**src/rtl/alu_op_issuer_pkg.sv**
```systemverilog
// alu_pkg: ALU opcode type, opcode constants and legality check for the issuer
package alu_pkg;
  typedef logic [4:0] alu_op_t;
  localparam alu_op_t OP_ADD = 5'd0;
  localparam alu_op_t OP_SUB = 5'd1;
  localparam alu_op_t OP_SLL = 5'd2;
  localparam alu_op_t OP_SRA = 5'd3;
  localparam alu_op_t OP_AND = 5'd4;
  localparam alu_op_t OP_OR = 5'd5;
  localparam alu_op_t OP_XOR = 5'd6;
  localparam alu_op_t OP_EQL = 5'd7;
  localparam alu_op_t OP_LESSEQL = 5'd8;
  localparam alu_op_t OP_GREQL = 5'd9;
  localparam alu_op_t OP_NEQL = 5'd10;
  localparam alu_op_t OP_JAL_JALR = 5'd31;
  function automatic logic is_legal_op(alu_op_t op);
    return op <= OP_NEQL || op == OP_JAL_JALR;
  endfunction
endpackage

```
**src/rtl/alu_op_issuer_if.sv**
```systemverilog
// alu_op_issuer_if: request, ALU and response signals of the ALU op issuer
interface alu_op_issuer_if #(parameter int TAG_W = 4);
  import alu_pkg::*;
  logic req_valid_i;
  logic req_ready_o;
  alu_op_t req_op_i;
  logic [31:0] req_a_i;
  logic [31:0] req_b_i;
  logic [TAG_W-1:0] req_tag_i;
  logic [31:0] alu_a_o;
  logic [31:0] alu_b_o;
  alu_op_t alu_op_o;
  logic [31:0] alu_res_i;
  logic rsp_valid_o;
  logic rsp_ready_i;
  logic [31:0] rsp_data_o;
  logic [TAG_W-1:0] rsp_tag_o;
  logic rsp_err_o;
  modport master (
    input req_valid_i, req_op_i, req_a_i, req_b_i, req_tag_i, alu_res_i, rsp_ready_i,
    output req_ready_o, alu_a_o, alu_b_o, alu_op_o, rsp_valid_o, rsp_data_o, rsp_tag_o, rsp_err_o
  );
  modport slave (
    output req_valid_i, req_op_i, req_a_i, req_b_i, req_tag_i, alu_res_i, rsp_ready_i,
    input req_ready_o, alu_a_o, alu_b_o, alu_op_o, rsp_valid_o, rsp_data_o, rsp_tag_o, rsp_err_o
  );
endinterface

```
**src/rtl/alu_op_issuer_fifo.sv**
```systemverilog
// alu_req_fifo: synchronous request FIFO, power-of-two depth, wrapping pointers
module alu_req_fifo #(
  parameter int DEPTH = 4,
  parameter int W = 8
) (
  input logic clk_i,
  input logic rst_ni,
  input logic push,
  input logic pop,
  input logic [W-1:0] din,
  output logic [W-1:0] dout,
  output logic full,
  output logic empty,
  output logic [$clog2(DEPTH):0] count
);
  localparam int AW = $clog2(DEPTH);
  logic [W-1:0] mem [DEPTH];
  logic [AW-1:0] wp, rp;
  assign dout = mem[rp];
  assign full = count == (AW+1)'(DEPTH);
  assign empty = count == '0;
  // storage needs no reset; only the pointers define validity
  always_ff @(posedge clk_i)
    if (push) mem[wp] <= din;
  // pointers wrap naturally at DEPTH; count tracks occupancy
  always_ff @(posedge clk_i or negedge rst_ni)
    if (!rst_ni) begin
      wp <= '0;
      rp <= '0;
      count <= '0;
    end else begin
      wp <= push ? wp + AW'(1) : wp;
      rp <= pop ? rp + AW'(1) : rp;
      count <= count + (AW+1)'(push) - (AW+1)'(pop);
    end
endmodule

```
**src/rtl/alu_op_issuer.sv**
```systemverilog
// alu_op_issuer: queues ALU requests, issues them one at a time, returns results in order (stats via ALU_ISSUE_STATS_EN)
module alu_op_issuer
  import alu_pkg::*;
#(
  parameter int FIFO_DEPTH = 4,
  parameter int TAG_W = 4
) (
  input logic clk_i,
  input logic rst_ni,
  alu_op_issuer_if.master bus
`ifdef ALU_ISSUE_STATS_EN
  ,
  output logic [31:0] stat_ops_o,
  output logic [15:0] stat_err_o
`endif
);
  localparam int AW = $clog2(FIFO_DEPTH);
  localparam int DW = TAG_W + 5 + 64;
  localparam logic [1:0] IDLE = 2'd0, EXEC = 2'd1, RESP = 2'd2;
  logic [1:0] state;
  logic full, empty, push, pop, rsp_hs;
  logic [AW:0] count;
  logic [DW-1:0] head;
  logic [TAG_W-1:0] h_tag;
  alu_op_t h_op;
  logic [31:0] h_a, h_b;
  assign {h_tag, h_op, h_a, h_b} = head;
  assign bus.req_ready_o = count != (AW+1)'(FIFO_DEPTH);
  assign push = bus.req_valid_i && !full;
  assign rsp_hs = state == RESP && bus.rsp_ready_i;
  assign pop = !empty && (state == IDLE || rsp_hs);
  assign bus.rsp_valid_o = state == RESP;
  alu_req_fifo #(.DEPTH(FIFO_DEPTH), .W(DW)) u_fifo (
    .clk_i(clk_i),
    .rst_ni(rst_ni),
    .push(push),
    .pop(pop),
    .din({bus.req_tag_i, bus.req_op_i, bus.req_a_i, bus.req_b_i}),
    .dout(head),
    .full(full),
    .empty(empty),
    .count(count)
  );
  // issue FSM: illegal ops skip the ALU and go straight to an error response
  always_ff @(posedge clk_i or negedge rst_ni)
    if (!rst_ni) begin
      state <= IDLE;
      bus.alu_a_o <= '0;
      bus.alu_b_o <= '0;
      bus.alu_op_o <= OP_ADD;
      bus.rsp_data_o <= '0;
      bus.rsp_tag_o <= '0;
      bus.rsp_err_o <= 1'b0;
    end else if (pop) begin
      bus.rsp_tag_o <= h_tag;
      if (is_legal_op(h_op)) begin
        bus.alu_a_o <= h_a;
        bus.alu_b_o <= h_b;
        bus.alu_op_o <= h_op;
        bus.rsp_err_o <= 1'b0;
        state <= EXEC;
      end else begin
        bus.rsp_err_o <= 1'b1;
        bus.rsp_data_o <= '0;
        state <= RESP;
      end
    end else if (state == EXEC) begin
      bus.rsp_data_o <= bus.alu_res_i;
      state <= RESP;
    end else if (rsp_hs) begin
      state <= IDLE;
    end
`ifdef ALU_ISSUE_STATS_EN
  // completed-op counters; the error count saturates, the op count wraps
  always_ff @(posedge clk_i or negedge rst_ni)
    if (!rst_ni) begin
      stat_ops_o <= '0;
      stat_err_o <= '0;
    end else if (rsp_hs) begin
      stat_ops_o <= bus.rsp_err_o ? stat_ops_o : stat_ops_o + 32'd1;
      stat_err_o <= bus.rsp_err_o && stat_err_o != 16'hFFFF ? stat_err_o + 16'd1 : stat_err_o;
    end
`endif
endmodule

```
**src/flat_wrapper.sv**
```systemverilog
// flat-port wrapper written by rule: the top's interface ports become plain ports
module alu_op_issuer_flat import alu_pkg::*;
#(
  parameter int FIFO_DEPTH = 4,
  parameter int TAG_W = 4
)
  (clk_i, rst_ni, bus_req_valid_i, bus_req_op_i, bus_req_a_i, bus_req_b_i, bus_req_tag_i, bus_alu_res_i, bus_rsp_ready_i, bus_req_ready_o, bus_alu_a_o, bus_alu_b_o, bus_alu_op_o, bus_rsp_valid_o, bus_rsp_data_o, bus_rsp_tag_o, bus_rsp_err_o);
  alu_op_issuer_if #(.TAG_W(TAG_W)) bus_i ();
  input logic clk_i;
  input logic rst_ni;
  input wire logic [$bits(bus_i.req_valid_i)-1:0] bus_req_valid_i;
  input wire logic [$bits(bus_i.req_op_i)-1:0] bus_req_op_i;
  input wire logic [$bits(bus_i.req_a_i)-1:0] bus_req_a_i;
  input wire logic [$bits(bus_i.req_b_i)-1:0] bus_req_b_i;
  input wire logic [$bits(bus_i.req_tag_i)-1:0] bus_req_tag_i;
  input wire logic [$bits(bus_i.alu_res_i)-1:0] bus_alu_res_i;
  input wire logic [$bits(bus_i.rsp_ready_i)-1:0] bus_rsp_ready_i;
  output wire logic [$bits(bus_i.req_ready_o)-1:0] bus_req_ready_o;
  output wire logic [$bits(bus_i.alu_a_o)-1:0] bus_alu_a_o;
  output wire logic [$bits(bus_i.alu_b_o)-1:0] bus_alu_b_o;
  output wire logic [$bits(bus_i.alu_op_o)-1:0] bus_alu_op_o;
  output wire logic [$bits(bus_i.rsp_valid_o)-1:0] bus_rsp_valid_o;
  output wire logic [$bits(bus_i.rsp_data_o)-1:0] bus_rsp_data_o;
  output wire logic [$bits(bus_i.rsp_tag_o)-1:0] bus_rsp_tag_o;
  output wire logic [$bits(bus_i.rsp_err_o)-1:0] bus_rsp_err_o;
  assign bus_i.req_valid_i = bus_req_valid_i;
  assign bus_i.req_op_i = bus_req_op_i;
  assign bus_i.req_a_i = bus_req_a_i;
  assign bus_i.req_b_i = bus_req_b_i;
  assign bus_i.req_tag_i = bus_req_tag_i;
  assign bus_i.alu_res_i = bus_alu_res_i;
  assign bus_i.rsp_ready_i = bus_rsp_ready_i;
  assign bus_req_ready_o = bus_i.req_ready_o;
  assign bus_alu_a_o = bus_i.alu_a_o;
  assign bus_alu_b_o = bus_i.alu_b_o;
  assign bus_alu_op_o = bus_i.alu_op_o;
  assign bus_rsp_valid_o = bus_i.rsp_valid_o;
  assign bus_rsp_data_o = bus_i.rsp_data_o;
  assign bus_rsp_tag_o = bus_i.rsp_tag_o;
  assign bus_rsp_err_o = bus_i.rsp_err_o;
  alu_op_issuer #(.FIFO_DEPTH(FIFO_DEPTH), .TAG_W(TAG_W)) u_core (.clk_i(clk_i), .rst_ni(rst_ni), .bus(bus_i));
endmodule
```
**config.mk**
```make
export PLATFORM = sky130hd
export DESIGN_NAME = alu_op_issuer_flat
export DESIGN_NICKNAME = d
export VERILOG_FILES = /design/src/rtl/alu_op_issuer_pkg.sv /design/src/rtl/alu_op_issuer_if.sv /design/src/rtl/alu_op_issuer_fifo.sv /design/src/rtl/alu_op_issuer.sv /design/src/flat_wrapper.sv
export SDC_FILE = /design/constraint.sdc
export NUM_CORES = 1
export LEC_CHECK = 0
export CAP_MARGIN = 15
export CELL_PAD_IN_SITES_DETAIL_PLACEMENT = 0
export CELL_PAD_IN_SITES_GLOBAL_PLACEMENT = 2
export CORE_MARGIN = 4
export CORE_UTILIZATION = 29
export DETAILED_ROUTE_END_ITERATION = 8
export HOLD_SLACK_MARGIN = 0.02
export PLACE_DENSITY = 0.66
export SLEW_MARGIN = 20
export SYNTH_ARGS = -nofsm -noshare
export SYNTH_HDL_FRONTEND = slang
export SYNTH_SLANG_ARGS = --single-unit
```
**constraint.sdc**
```tcl
create_clock -name clk_i -period 3.1 [get_ports clk_i]
set_input_delay 0.775 -clock clk_i [delete_from_list [all_inputs] [get_ports clk_i]]
set_output_delay 0.775 -clock clk_i [all_outputs]
set_load 0.01 [all_outputs]
```
==> metrics.txt, run 1 <==
syn nets between 800 and 900; final setup violation count 0; die width around 240 um; initial antenna violation count 1; crit path capture type register; die area 55800 um^2; worst-margin pin slew between 700 and 800 ps; WL final around 33 mm; Largest stage delay, worst path between 600 and 700 ps; buffers added on ports roughly 220; distinct cell type count of the synthesized netlist 37; layout overhead on the synthesized area 30.4%; Cell Rows 83; slowest stage cell, crit path mux4_2; Cell Area, Synth around 15000 um^2; CTS buffer count 45; CTS tree yes; WHS roughly 220 ps; I/O pin count ~220; grt ovf 0; via count around 7500; status complete, no violations; most common cell in the netlist edfxtp_1; final hold violation count 0; Async S/R FF share, synth approximately 28%; Max-Cap Viols 0; vias in the first global route between 8000 and 9000; postcts setup bufs 0; initial drt markers between 400 and 500; CTS Root Cell clkbuf_16; Die Ht roughly 240 um; Leak 6.85 nW; H-tree lvl count 2; CTS hold repair buffers 0; worst path cell trace mux4_2 -> a211o_1 -> o211a_4 -> nor2_8 -> buf_12 -> mux2_2; setup TNS 0 ps; DR vias/cell about 4.4; Post-DP HPWL just under 20 mm; Pwr Density between 900 and 1000 nW/um^2; most frequent cells after synthesis edfxtp_1, dfrtp_1, nand2_1; Final Skew 15.3 ps; clock slew seen by the registers of the worst setup and hold paths ~60 ps; max_slew headroom a little over half; ratio of cells with drive above 1 in the final layout 21.2%; largest net degree at the start of global routing 74; Synth Register Bits 407; Clock Latency Late Sink 550 ps; reg2reg path depth 6; most area-consuming cells after synthesis edfxtp_1, dfrtp_1, mux4_2; nets 1115; Post-synth EDFFs about 300; CTS-repair resized insts 0; First-pass DRT Iterations 4; Synth warnings 0; Tot GR Track Use a little under an eighth; Period minus WS final ~2600 ps; r2r setup slk approximately 520 ps; DRT met1 WL ~15 mm; placed cell count 1632; first-pass GRT wire length ~50 mm; Placeable Area around 51000 um^2; total clock sinks about 410; critical path fanouts, max 39; Avg Cell Area, Syn 20.2 um^2; Tcrit/Tclk final between 80% and 90%; Hold Path Class in -> async; top layer in use met4; worst path arrival time 3020 ps; CP Class reg -> reg; Post-route DRC 0; Most used DFF post-synth edfxtp_1; post-synthesis sequential area ratio between 70% and 80%; Max VDD drop around 470 uV; worst endpoint required time 3530 ps; fillcell total 4772; CP Launch Type register; post-detailed-route count of antenna-violating nets 0; Final Max Tran Viols 0; RD Place Congestion ~0.7; Max Buffers Root-to-Sink 3; Synth top area share about 58%; Post-Layout Cell Count about 1700; RSZ-0062 raised after global routing false; Initial Util around 30%; Max Clock Freq roughly 390 MHz; Mapped Cells 749; WL met2 approximately 16 mm; drt wl/cell around 20 um; Yosys top cell by area edfxtp_1; metal3 WL about 2 mm
## worst max-delay path, delay by kind of cell (launching register included)
kind	cells	cell delay (ps)
AOI/OAI and AO/OA	2	510
and+or+nand+nor	1	120
buffers and inverters	1	280
muxes	2	980
DFF	1	520
## state kept, by name (all words and copies together), names as in the netlist
name                   cells
u_core.bus.alu_a_o        32
u_core.bus.alu_b_o        32
u_core.bus.alu_op_o        5
u_core.bus.rsp_data_o     32
u_core.bus.rsp_err_o       1
u_core.bus.rsp_tag_o       4
u_core.state               2
u_core.u_fifo.count        3
u_core.u_fifo.mem        292
u_core.u_fifo.rp           2
u_core.u_fifo.wp           2
## cells in the final DEF (no fill, tap or decap), types with 3 or more instances in the layout
| cell | count |
|---|---|
| clkbuf_8 | 7 |
| o21ai_0 | 32 |
| mux2_1 | 18 |
| nor2_1 | 4 |
| o21ai_1 | 5 |
| buf_12 | 9 |
| edfxtp_1 | 292 |
| dfrtp_1 | 113 |
| clkbuf_1 | 17 |
| clkinv_2 | 5 |
| bufinv_16 | 3 |
| xnor2_1 | 5 |
| clkbuf_16 | 46 |
| ha_1 | 6 |
| buf_4 | 12 |
| and3_4 | 4 |
| nand2_1 | 81 |
| inv_1 | 9 |
| mux2_2 | 48 |
| clkdlybuf4s50_1 | 215 |
| mux4_2 | 73 |
## per-layer routing
layer	up-vias	track usage, %
li1	3420	-
met1	3849	15.9
met2	192	19.0
met3	47	3.68
met4	0	3.01
met5	-	0
## stage by stage
step	worst slack [ps]	util, %	area (um^2)	power (mW)
3_5_place_dp	182	35.5	18200	14.7
5_1_grt	419	38.3	19700	20.8
4_1_cts	489	38.3	19700	20.1
2_1_floorplan	139	-	15100	11.9
6_report	518	38.3	19700	19.6
3_3_place_gp	197	35.5	18200	14.7
## cell type report
class | instances | area [um^2] | area share (%)
Inverter | 9 | 33.8 | 0.172
Clock buffer | 70 | 1310 | 6.66
Clock inverter | 12 | 150 | 0.763
Tap cell | 680 | 851 | 4.32
Timing Repair Buffer | 237 | 2430 | 12.4
Antenna cell | 1 | 2.50 | 0.0127
Multi-Input combinational cell | 299 | 3250 | 16.5
Sequential cell | 407 | 11700 | 59.2
## power breakdown
part           switching (mW)  internal [mW]
clock                    2.07           3.16
combinational            3.02           3.36
sequential              0.599           7.42
## logic make-up (layout without fill, tap and decap cells)
logic type | Yosys count | count (layout) | synth area share, %
DFF | 407 | 407 | 77.1
other | 0 | 1 | 0
and+or+nand+nor | 101 | 101 | 2.86
muxes | 139 | 139 | 15.8
xor gates and xnor gates | 5 | 5 | 0.290
AOI/OAI and AO/OA | 47 | 47 | 1.81
buffers and inverters | 43 | 328 | 1.47
adders and majority gates | 7 | 7 | 0.630
## path summary, 6_finish.rpt
| path | startpoint | endpoint |
|---|---|---|
| setup / recovery | u_core.u_fifo.rp[0] | u_core.bus.alu_b_o[9] |
| hold / removal | rst_ni | u_core.bus.rsp_data_o[15] |
| setup reg to reg | u_core.u_fifo.rp[0] | u_core.bus.alu_b_o[9] |
| hold reg to reg | u_core.bus.rsp_tag_o[0] | u_core.bus.rsp_tag_o[0] |
| max in group asynchronous | rst_ni | u_core.bus.alu_a_o[1] |
| min in group clk_i | u_core.bus.rsp_tag_o[0] | u_core.bus.rsp_tag_o[0] |
Note: power is estimated with default switching activity, not from simulation.
==> run 2: changes to the inputs <==
- PLACE_DENSITY: 0.66 -> 0.68
- clock period: 3.1 -> 2.14 ns (I/O delays scaled with it)
==> run 2 against run 1 <==
Compared with the run above: the flow now finishes with violations (setup timing); highest routed layer is now met5; fmax increased by 4.9%; critical path depth increased by 2; worst hold slack improved by 240 ps; first-iteration DRC count decreased by 13%; sequential share of layout area decreased by 2.6 points; combinational power increased by 85%; clock skew decreased by 7.8 ps; via count increased by 3.8%; cell area increased by 4.6%; global-route usage increased by 0.62 points.
==> metrics.txt, run 2 (same netlist as run 1, synthesis figures left out) <==
status complete, but fails checks; failing checks setup timing; total clock sinks between 400 and 500; reg2reg end u_core.bus.alu_b_o[21]; combinational power share a little under two fifths; largest net degree at the start of global routing 45; total power slightly above 30 mW; Final Max Tran Viols 0; I/O pin count between 200 and 250; Max Clock Freq 406 MHz; die width about 240 um; worst endpoint required time around 2600 ps; Initial Util around 30%; ratio of cells with drive above 1 in the final layout about 27%; Internal between 20 and 25 mW; Setup WS pre-CTS -470 ps; CTS tree yes; clock slew seen by the registers of the worst setup and hold paths ~60 ps; final hold violation count 0; initial antenna violation count 4; WL final roughly 36 mm; Hold Path Class in -> async; First-pass DRT Iterations 4; nets ~1200; Leak about 7.4 nW; Max VDD drop approximately 770 uV; initial drt markers 353; via count 7795; layout overhead on the synthesized area 36.3%; Clock Latency Late Sink 550 ps; Tcrit/Tclk final 115%; die area between 50000 and 60000 um^2; worst-margin pin slew 557 ps; max_slew headroom a little over three fifths; worst path arrival time roughly 2900 ps; post-detailed-route count of antenna-violating nets 0; Tot GR Track Use between 10 and 15%; NetSw 9.08 mW; reg2reg path depth 8; Clock Power Share between 20% and 30%; Cell Rows just over 80; final worst setup slack -321 ps; Placeable Area roughly 51000 um^2; H-tree lvl count 2; commonest non-fill, non-tap cell in the layout edfxtp_1; max reg flops about 290; Max-Cap Viols 0; reg2reg start u_core.u_fifo.rp[0]; commonest cells after routing, fill and taps aside edfxtp_1, clkdlybuf4s50_1, dfrtp_1; grt ovf 0; drt wl/cell 20.3 um; Period minus WS final roughly 2500 ps; Post-route DRC 0; Die Ht ~240 um; RSZ-0062 raised after global routing true; largest register by flop count u_core.u_fifo.mem; first-pass GRT wire length about 54 mm; Pwr Density roughly 1500 nW/um^2; buffers added on ports between 200 and 250; r2r setup slk -320 ps; Max Buffers Root-to-Sink 3; CP Launch Type register; crit path capture type register; RD Place Congestion ~0.7; vias in the first global route between 8000 and 9000; Reg power frac about 38%; CTS buffer count 45; CTS Root Cell clkbuf_16; critical path fanouts, max 8; Final Skew 7.42 ps; CP Class reg -> reg; final setup violation count 101; Net Sw Frac slightly below 30%; DR vias/cell 4.43; Post-DP HPWL around 21 mm
## run 2: timing repair
item | in CTS | in global routing
setup endpoints to repair | 102 | 109
resized for setup | 76 | 13
hold buffers | 1 | 0
pin swaps | 3 | 4
endpoints found under the hold margin | 27 | 0
setup buffers | 13 | 3
cloned | 8 | 2
## run 2: worst max-delay path, cell delays in order (launching register included)
cell	delay [ps]
dfrtp_4	480
mux4_2	550
a211o_1	350
o211a_4	170
nor2_8	120
buf_6	130
buf_12	90
buf_12	130
mux2_4	300
## run 2: through the flow
step	area, um^2	instances	hold WS, ps	util (%)	TNS (ps)
global route	20600	1758	472	40.0	-29760
floorplan	15300	749	239	-	-10650
finish	20600	1759	456	40.0	-22110
CTS	20500	1754	439	39.9	-20520
global placement	18600	1650	458	36.2	-32980
detailed placement	18600	1650	465	36.2	-31850
## run 2: layout make-up
class                      count  area [um^2]
fill                        4656        30800
tap                          680          851
inverter                       9         33.8
timing repair buffer         276         2990
clock buffer                  68         1330
multi-input combinational    303         3600
sequential                   407        11700
antenna                        1         2.50
clock inverter                15          133
## run 2: metal layers
layer / global-route usage, % / part of all wire [%] / routed length, um
met1: 16.6 / 44 / 15700
met2: 20.2 / 48 / 17000
met3: 4.13 / 6.3 / 2250
met4: 2.94 / 1.8 / 649
met5: 0 / 0.14 / 49
## run 2: how the worst max path moves through the flow
stage                            from                     end  slack [ps]  cells past startpoint
2_1_floorplan  u_core.u_fifo.count[2]  u_core.u_fifo.count[2]        -250                      9
3_3_place_gp          bus_rsp_ready_i  u_core.u_fifo.count[2]        -460                     11
4_1_cts           u_core.u_fifo.rp[0]  u_core.bus.alu_b_o[20]        -350                      8
6_report          u_core.u_fifo.rp[0]  u_core.bus.alu_b_o[21]        -320                      8
3_5_place_dp          bus_rsp_ready_i  u_core.u_fifo.count[2]        -470                     11
5_1_grt           u_core.u_fifo.rp[0]  u_core.bus.alu_b_o[18]        -410                      8
## run 2: power by group through the flow
stage	sequential [mW]	combinational [mW]	clock [mW]
after floorplan	12.0	5.77	0
after global placement	11.8	10.4	0
after detailed placement	11.8	10.5	0
after CTS	11.7	11.9	7.86
after global routing	11.9	12.7	8.17
final	11.6	11.8	7.55
==> run 3: changes to the inputs <==
- MAX_ROUTING_LAYER: default -> met4
- clock period: 2.14 -> 2.05 ns (I/O delays scaled with it)
==> run 3 against run 2 <==
Compared with the run above: the run still ends with setup timing left; combinational power is 3% higher; routed wire length is 1.3% lower; non-clock buffer count is 5 higher; final cell count is 0.28% higher; critical endpoint is now u_core.bus.alu_b_o[24]; sequential power is 4% higher; count of clock-buffer cells in the layout is 7 lower; worst hold slack worse by 41 ps; via count is 1.1% higher; clock power is 5.4% higher; fmax is 1.0% lower; first-iteration DRC count is 19% higher.
==> metrics.txt, run 3 (same netlist as run 1, synthesis figures left out) <==
ratio of cells with drive above 1 in the final layout between 30% and 40%; clock slew seen by the registers of the worst setup and hold paths around 60 ps; worst path arrival time just under 3000 ps; commonest cells after routing, fill and taps aside edfxtp_1, clkdlybuf4s50_1, dfrtp_1; grt ovf 0; Post-route DRC 0; Post-Layout Cell Count 1764; Setup WS pre-CTS -488 ps; commonest non-fill, non-tap cell in the layout edfxtp_1; r2r setup slk -440 ps; setup TNS -31020 ps; H-tree lvl count 2; first-pass GRT wire length roughly 53 mm; Pwr Density around 1600 nW/um^2; Clock Latency Late Sink 570 ps; Max Clock Freq between 400 and 500 MHz; First-pass DRT Iterations 4; vias in the first global route roughly 8600; Max-Cap Viols 0; multi-input gate area in the final layout between 3000 and 4000 um^2; max reg flops between 200 and 300; CTS tree yes; total power 32.3 mW; Leak approximately 7.6 nW; Critical path origin u_core.u_fifo.rp[0]; final hold violation count 0; failing checks setup timing; WHS between 400 and 500 ps; initial antenna violation count 5; fin area roughly 21000 um^2; worst endpoint required time about 2500 ps; status complete, but fails checks; Max VDD drop 785 uV; final worst setup slack -437 ps; NetSw around 9.6 mW; Hold Path Class in -> async; register area 11700 um^2; Initial Util slightly below 30%; Placeable Area roughly 51000 um^2; die area ~56000 um^2; die width 236 um; drt wl/cell 20.0 um; nets 1159; CP Class reg -> reg; Final Skew 13.7 ps; I/O pin count around 220; reg2reg start u_core.u_fifo.rp[0]; layout overhead on the synthesized area 36.8%; Max Buffers Root-to-Sink 3; RD Place Congestion roughly 0.69; crit path to u_core.bus.alu_b_o[24]; reg2reg end u_core.bus.alu_b_o[24]; RSZ-0062 raised after global routing true; reg2reg path depth 7; max_slew headroom between 60 and 70%; Clock Power Share about a quarter; final setup violation count a little over 100; Layout Utilization between 40 and 50%; CTS buffer count 45; DR vias/cell between 4 and 5; Cell Rows between 80 and 90; Tcrit/Tclk final 121%; post-detailed-route count of antenna-violating nets 0; via count roughly 8000; fillcell total roughly 4700; largest net degree at the start of global routing 44; largest register by flop count u_core.u_fifo.mem; dpl cell area 18600 um^2; Die Ht between 200 and 250 um; Period minus WS final around 2500 ps; combinational power share between 30% and 40%; Net Sw Frac between 20% and 30%; Reg power frac a little under two fifths; Final Max Tran Viols 0; worst-margin pin slew ~510 ps; CTS Root Cell clkbuf_16; Post-DP HPWL slightly above 20 mm; Internal 22.7 mW; total clock sinks slightly above 400; CP Launch Type register; buffers added on ports around 220; WL final 35.2 mm; placed cell count ~1700; Tot GR Track Use about an eighth; initial drt markers ~420; critical path fanouts, max 17; crit path capture type register
-- run 3: changes by cell type in the layout (fill, tap and decap cells not counted), moves of 4 or more --
cell	before	now
mux2_2	4	28
dlymetal6s2s_1	5	19
clkinv_2	4	10
o21ai_1	27	0
and2_4	5	1
buf_6	4	8
mux2_4	62	37
clkdlybuf4s50_1	208	161
buf_12	21	16
o21ai_2	5	31
dlygate4sd2_1	1	33
-- run 3: worst min-delay path by stage --
| stage | cells past startpoint | endpoint | startpoint |
|---|---|---|---|
| final | 2 | u_core.bus.alu_b_o[2] | rst_ni |
| after global placement | 1 | u_core.bus.alu_b_o[2] | rst_ni |
| after global routing | 2 | u_core.bus.alu_a_o[29] | rst_ni |
| after detailed placement | 1 | u_core.bus.alu_b_o[2] | rst_ni |
| after CTS | 2 | u_core.bus.alu_a_o[29] | rst_ni |
| after floorplan | 0 | u_core.bus.alu_a_o[0] | rst_ni |
-- run 3: metal layers --
metal  up-vias  GRT usage [%]  part of all wire [%]
li1       3517              -                     -
met1      4105           15.9                    43
met2       192           20.6                    49
met3        65           3.92                   6.2
met4         0           3.01                   1.9
met5         -              -                     0
-- run 3: timing repair --
item,in CTS,in global routing
endpoints found under the hold margin,34,0
hold buffers,1,0
gates resized for setup,86,44
endpoints found under the setup margin,137,123
buffers inserted,11,6
pin swaps,20,7
gates cloned,5,3
-- run 3: layout make-up --
type / count / area share, %
clock inverters: 23 / 1.17
inverters: 9 / 0.164
flip-flops and latches: 407 / 56.4
repair buffers: 281 / 14.8
clock buffers: 61 / 5.94
multi-input cells: 299 / 17.3
well taps: 680 / 4.12
diodes: 4 / 0.0484
-- run 3: power by group through the flow --
stage	clock [mW]	sequential [mW]	combinational (mW)
2_1_floorplan	0	12.5	6.16
3_3_place_gp	0	12.3	10.9
3_5_place_dp	0	12.3	11.0
4_1_cts	8.26	12.2	12.1
5_1_grt	8.63	12.4	13.1
6_report	7.96	12.1	12.2
-- run 3: worst max-delay path, cell delays in order, from the launching register on --
cell and delay, ps:
dfrtp_4 490, mux4_2 540, a211o_1 350, o211a_4 180
nor2_8 120, buf_12 140, buf_16 170, mux2_2 350
